### config.mk
export PLATFORM = sky130hd
export DESIGN_NAME = truth_table_sweeper
export DESIGN_NICKNAME = d
export VERILOG_FILES = /design/src/rtl/truth_table_sweeper.sv
export SDC_FILE = /design/constraint.sdc
export NUM_CORES = 1
export LEC_CHECK = 0
export ABC_AREA = 1
export CORE_ASPECT_RATIO = 1.2
export CORE_MARGIN = 5
export CORE_UTILIZATION = 51
export CTS_CLUSTER_DIAMETER = 50
export CTS_CLUSTER_SIZE = 40
export DETAILED_ROUTE_END_ITERATION = 10
export PLACE_DENSITY = 0.84
export SETUP_SLACK_MARGIN = 0.5
export SLEW_MARGIN = 0
export SYNTH_ARGS = -nofsm -noshare
export SYNTH_HDL_FRONTEND = slang
export SYNTH_SLANG_ARGS = --single-unit
### constraint.sdc
create_clock -name clk -period 2.3 [get_ports clk]
set_clock_uncertainty 0.1 [all_clocks]
set_input_delay 0.46 -clock clk [delete_from_list [all_inputs] [get_ports clk]]
set_output_delay 0.46 -clock clk [all_outputs]
set_load 0.01 [all_outputs]
### src/rtl/truth_table_sweeper.sv
// Exhaustive truth-table sweeper: drives every input vector to an external circuit,
// holds each one for HOLD cycles and compares the response against a golden table.
module truth_table_sweeper #(
  parameter int unsigned                N_IN   = 3,
  parameter int unsigned                HOLD   = 10,
  parameter logic [(1 << N_IN)-1:0]     EXPECT = '0
) (
  input  logic            clk,
  input  logic            reset,
  input  logic            start,
  output logic [N_IN-1:0] dut_in,
  input  logic            dut_out,
  output logic            busy,
  output logic            sample,
  output logic            done,
  output logic [N_IN:0]   mismatch_count,
  output logic            fail_seen,
  output logic [N_IN-1:0] first_fail
);

  typedef enum logic [1:0] {
    IDLE  = 2'd0,
    DRIVE = 2'd1,
    DONE  = 2'd2
  } state_e;

  localparam logic [7:0]      HOLD_LAST = 8'(HOLD - 1);
  localparam logic [N_IN-1:0] LAST_VEC  = '1;
  localparam logic [N_IN-1:0] VEC_ONE   = N_IN'(1);
  localparam logic [N_IN:0]   CNT_ONE   = (N_IN + 1)'(1);

  state_e          state_q, state_d;
  logic [7:0]      hold_q, hold_d;
  logic [N_IN-1:0] vec_q, vec_d;
  logic            busy_q, busy_d;
  logic            done_q, done_d;
  logic [N_IN:0]   cnt_q, cnt_d;
  logic            fail_q, fail_d;
  logic [N_IN-1:0] first_q, first_d;
  logic            sample_s;
  logic            vec_fail_s;

  // Compare strobe is the last cycle a vector is held; it is the only unregistered output.
  assign sample_s   = (state_q == DRIVE) && (hold_q == HOLD_LAST);
  assign vec_fail_s = (dut_out != EXPECT[vec_q]);

  // Next-state and next-output computation for the sweep FSM.
  always_comb begin
    state_d = state_q;
    hold_d  = hold_q;
    vec_d   = vec_q;
    busy_d  = busy_q;
    done_d  = done_q;
    cnt_d   = cnt_q;
    fail_d  = fail_q;
    first_d = first_q;
    case (state_q)
      IDLE, DONE: begin
        if (start) begin
          state_d = DRIVE;
          hold_d  = 8'd0;
          vec_d   = '0;
          busy_d  = 1'b1;
          done_d  = 1'b0;
          cnt_d   = '0;
          fail_d  = 1'b0;
          first_d = '0;
        end else begin
          state_d = state_q;
        end
      end
      DRIVE: begin
        if (sample_s) begin
          // Only the first failure latches its index, so the lowest failing vector is kept.
          if (vec_fail_s) begin
            cnt_d = cnt_q + CNT_ONE;
            if (!fail_q) begin
              fail_d  = 1'b1;
              first_d = vec_q;
            end else begin
              first_d = first_q;
            end
          end else begin
            cnt_d = cnt_q;
          end
          hold_d = 8'd0;
          if (vec_q == LAST_VEC) begin
            state_d = DONE;
            busy_d  = 1'b0;
            done_d  = 1'b1;
          end else begin
            vec_d = vec_q + VEC_ONE;
          end
        end else begin
          hold_d = hold_q + 8'd1;
        end
      end
      default: begin
        state_d = IDLE;
        hold_d  = 8'd0;
        vec_d   = '0;
        busy_d  = 1'b0;
        done_d  = 1'b0;
        cnt_d   = '0;
        fail_d  = 1'b0;
        first_d = '0;
      end
    endcase
  end

  // State and output registers; reset wins over start and over a pending compare.
  always_ff @(posedge clk) begin
    if (reset) begin
      state_q <= IDLE;
      hold_q  <= 8'd0;
      vec_q   <= '0;
      busy_q  <= 1'b0;
      done_q  <= 1'b0;
      cnt_q   <= '0;
      fail_q  <= 1'b0;
      first_q <= '0;
    end else begin
      state_q <= state_d;
      hold_q  <= hold_d;
      vec_q   <= vec_d;
      busy_q  <= busy_d;
      done_q  <= done_d;
      cnt_q   <= cnt_d;
      fail_q  <= fail_d;
      first_q <= first_d;
    end
  end

  assign dut_in         = vec_q;
  assign busy           = busy_q;
  assign sample         = sample_s;
  assign done           = done_q;
  assign mismatch_count = cnt_q;
  assign fail_seen      = fail_q;
  assign first_fail     = first_q;

endmodule

Word level (Yosys, flattened, before mapping)
Memories as Yosys holds them, arrays and structs flattened. A register that Yosys moved wholly into a read port is not among the register bits.
Index checks and enable logic that the tools add are counted.
{"block": "word_totals", "register_bits": 23, "mem_bits_ro": 8, "in_bits": 4, "out_inout_bits": 14, "elab_cells": 64, "n_memories": 1}
{"memory": "(name not given)", "depth": 8, "width": 1, "read_ports": 1, "rd_clocked_by_memory_dff": 1, "wr": 0, "line": "45", "source": "assign vec_fail_s = (dut_out != EXPECT[vec_q]);"}
{"block": "classes", "add_sub_neg": 3, "n_lt_le_gt_ge": 1, "eq_ne": 11, "n_mux": 33, "n_reduce_logical": 7}
{"operator": "$mux W3", "n": 8}
{"operator": "$mux W8", "n": 2}
{"operator": "$pmux W8 S2", "n": 1}
{"operator": "$mux W4", "n": 3}
{"operator": "$pmux W3 S2", "n": 2}
{"operator": "$ne A2 B2 Y1 const B", "n": 5}
{"operator": "$mux W1", "n": 9}
{"operator": "$reduce_and A3 Y1", "n": 3}
{"operator": "$add A8 B1 Y8 const B", "n": 1}
{"operator": "$eq A8 B4 Y1 const B", "n": 1}
{"operator": "$pmux W4 S2", "n": 1}
{"operator": "$mux W2", "n": 3}
{"operator": "$pmux W1 S2", "n": 3}
{"operator": "$add A4 B1 Y4 const B", "n": 1}
{"operator": "$lt A3 B4 Y1 const B", "n": 1}
{"operator": "$pmux W2 S2", "n": 1}
{"operator": "$reduce_and A4 Y1", "n": 1}
{"operator": "$add A3 B1 Y3 const B", "n": 1}
{"operator": "$eq A3 B3 Y1 const B", "n": 1}
{"operator": "$eq A2 B1 Y1 const B", "n": 1}
{"operator": "$eq A2 B2 Y1 const B", "n": 1}
{"operator": "$logic_not A2 Y1", "n": 1}
{"operator": "$ne A2 B1 Y1 const B", "n": 1}
{"operator": "$reduce_or A2 Y1", "n": 1}
{"operator": "2 further kinds", "n": 2}

Depth between registers and ports, before layout
{"block": "logic_depth", "word_depth": 6, "depth_mapped": 8, "mapped_depth_nobuf": 8}

Least setup slack after synthesis
Ideal clock, no wire load.
{"block": "synth_path", "path_kind": "register to output", "startpoint": "reg hold_q[0]", "endpoint": "out sample", "arrival_time_ns": 0.970, "required_ns": 1.740, "path_slack_ns": 0.770, "path_stages_with_launch": 4, "path_buffers": 0, "path_cell_list": "dfxtp_1 ha_1 nand3_2 nor3_1"}
{"block": "synth_between", "elab_chain_len": 2}
{"element": "from (decl)", "line": "33", "source": "logic [7:0] hold_q, hold_d;"}
{"element": "from (signal assigned)", "line": "124", "source": "hold_q <= hold_d;"}
{"element": "$eq A8 B4 Y1", "line": "44", "source": "assign sample_s = (state_q == DRIVE) && (hold_q == HOLD_LAST);"}
{"element": "$logic_and A1 B1 Y1", "line": "44"}
{"element": "to (decl)", "line": "14", "source": "output logic sample,"}
No other way between the ends.

Worst setup path in the final report
{"block": "layout_path", "startpoint": "reg hold_q[6]", "endpoint": "out sample"}
The elaborated chain is that of the path after synthesis.

==> results.sh <==
export IMPL_status="completed"
export IMPL_fmax_mhz=561
export IMPL_hold_path_depth=2
export IMPL_clk_pin_slew_ns=0.12
export IMPL_rsz0062_at_grt="true"
export IMPL_post_drt_via_cell_ratio=5.16
export IMPL_cts_tree="yes"
export IMPL_synth_area_sq_um=1130
export IMPL_place_congestion=0.856
export IMPL_routed_via_count=1079
export IMPL_setup_viol=0
export IMPL_crit_arrival_ns=1.22
export IMPL_globalRoute_totalOverflow=0
export IMPL_grt_pass1_wl_mm=4.31
export IMPL_setup_tns_ns=0
export IMPL_synth_warnings=0
export IMPL_worst_r2r_path_depth=7
export IMPL_io_pins=18
export IMPL_cts_made_buffers=3
export IMPL_reg2reg_slack_ns=0.62
export IMPL_clockBufferDepth=2
export IMPL_fin_area_sq_um=1440
export IMPL_rows=18
export IMPL_endpoint_kind="primary output"
export IMPL_grt_max_degree=16
export IMPL_drtPass1Iterations=4
export IMPL_antenna_cells=0
export IMPL_ys_top_cells_by_area="dfxtp_1 (39%), nand2_1 (11%), a21oi_1 (6.7%), inv_1 (6.3%), nor2_1 (5.7%)"
export IMPL_drc_errors=0
export IMPL_synth_distinct_cells=24
export IMPL_worstSetupStartpointType="register"
export IMPL_worst_pin_slew_ns=0.394
export IMPL_critPathSlowestCell="dfxtp_1"
export IMPL_period_minus_slack_ns=1.78
export IMPL_ir_drop_mv=0.408
export IMPL_yosys_area_top_type="dfxtp_1"
export IMPL_dp_cells=203
export IMPL_dp_hpwl_mm=1.90
export IMPL_synth_top_cell_area_share_pct=39.0
export IMPL_fin_cells=209
export IMPL_min_path_type="reg -> reg"
export IMPL_first_global_vias=1022
export IMPL_synthesis_instances=156
export IMPL_wire_per_inst_um=12.6
export IMPL_hold_violations=0
export IMPL_syn_avg_cell_area_sq_um=7.23
export IMPL_layout_setup_ws_ns=0.519
export IMPL_numPortBuffers=17
export IMPL_synth_seq_area_share_pct=39.0
export IMPL_htreeDepth=1
export IMPL_path_max_fanout=4
export IMPL_fp_dieW_um=52.9
export IMPL_slew_limit_headroom_pct=73.7
export IMPL_crit_chain="nor2_2, nand2_2, nor3_2, buf_2"
export IMPL_drive_gt1_share_pct=16.8
export IMPL_ys_ff_latch=22
export IMPL_synth_nets=165
export IMPL_period_share_pct=77.4
export IMPL_place_worst_setup_slack_ns=0.283
export IMPL_power_leakage_nw=0.695
export IMPL_maxCapViolCount=0
export IMPL_slew_viol_final=0
export IMPL_cts_sinks=22
export IMPL_ant_nets=0
export IMPL_cts_root_buffer="clkbuf_4"
export IMPL_slowest_delay_ns=0.37
export IMPL_syn_to_final_growth_pct=27.4
export IMPL_die_h_um=61.5
export IMPL_powerDensity_nw_per_um2=552
export IMPL_start_util_pct=53.9
export IMPL_clkLatencyLatePin_ns=0.30
export IMPL_drt_iter0_markers=20
export IMPL_nets=189
export IMPL_grt_total_usage_pct=17.8
export IMPL_worst_ep_required_time_ns=1.74
export IMPL_dieArea_sq_um=3260
export IMPL_critical_path_class="reg -> out"
export IMPL_antenna_found_initial=0
export IMPL_wl_mm=2.63
export IMPL_final_core_util_pct=68.6
export IMPL_core_sq_um=2090
export IMPL_placed_cell_area_sq_um=1340
[worst paths after layout]
check,startpoint,end
hold / removal,first_fail[1],first_fail[1]
hold reg to reg,first_fail[1],first_fail[1]
setup reg to reg,hold_q[1],mismatch_count[0]
setup / recovery,hold_q[6],sample
[stage by stage]
step	total power, W	hold slack, ns
6_report	0.000793	0.376
2_1_floorplan	0.000524	0.371
4_1_cts	0.000788	0.377
3_5_place_dp	0.000572	0.361
5_1_grt	0.000837	0.389
3_3_place_gp	0.000567	0.346
[flip-flops by register name (all words and copies together), names as in the netlist]
register,cells
state_q,1
busy,1
fail_seen,1
hold_q,8
first_fail,3
mismatch_count,4
dut_in,3
done,1
[cells by family after synthesis]
kind of cell / Yosys count / synth area share, %
AOI/OAI and AO/OA: 22 / 11.2
buffers and inverters: 25 / 9.20
xor gates and xnor gates: 4 / 3.10
adders and majority gates: 5 / 5.54
DFF: 22 / 39.0
and+or+nand+nor: 78 / 31.9
[layer usage]
| metal | global-route usage [%] | share of wire, % | vias up |
|---|---|---|---|
| met5 | 0 | 0 | - |
| met3 | 3.15 | 4.3 | 4 |
| met1 | 20.7 | 42 | 488 |
| li1 | - | - | 557 |
| met4 | 6.57 | 0.87 | 0 |
| met2 | 32.3 | 53 | 30 |
[layout by cell type (no fill, tap or decap), drive strengths merged]
cell type	netlist	layout
nand2	34	34
dfxtp	22	22
inv	21	21
nor2	19	19
a21oi	15	15
nand3	12	12
nand4	8	8
buf	3	7
clkdlybuf4s50	0	6
dlymetal6s2s	0	5
dlygate4sd2	0	5
ha	5	5
o21ai	5	5
clkbuf	1	4
xor2	3	3
nor3b	2	2
nor3	2	2
a21o	1	1
or2	1	1
o211ai	1	1
xnor2	1	1
[cell type report]
cell class	count	area, sq um
sequential	22	452
multi-input combinational	109	617
fill	183	657
tap	30	37.5
clock buffer	4	36.3
inverter	21	78.8
timing repair buffer	23	216
[power by group]
| part | internal, W | switching (W) | total (W) |
|---|---|---|---|
| Combinational | 0.0000655 | 0.000107 | 0.000173 |
| Clock | 0.0000966 | 0.000115 | 0.000212 |
| Sequential | 0.000396 | 0.0000118 | 0.000408 |
[synth_stat cells, drive strengths merged]
library cell,count
clkbuf,1
nand3,12
nor3,2
dfxtp,22
buf,3
o211ai,1
inv,21
xnor2,1
nor3b,2
xor2,3
or2,1
o21ai,5
a21oi,15
ha,5
a21o,1
nand2,34
nor2,19
nand4,8
[critical path, delay by kind of cell, from the launching register on]
family	cells	cell delay (ns)
flops	1	0.37
simple gates	3	0.40
buf+inv	1	0.15
[repair_timing]
item,in CTS,in global routing
pin swaps,1,2
hold buffers,0,0
resized for setup,16,13
setup buffers,2,0
endpoints found under the setup margin,10,10
endpoints found under the hold margin,0,0
No activity file was read; power rests on OpenSTA's default activity.
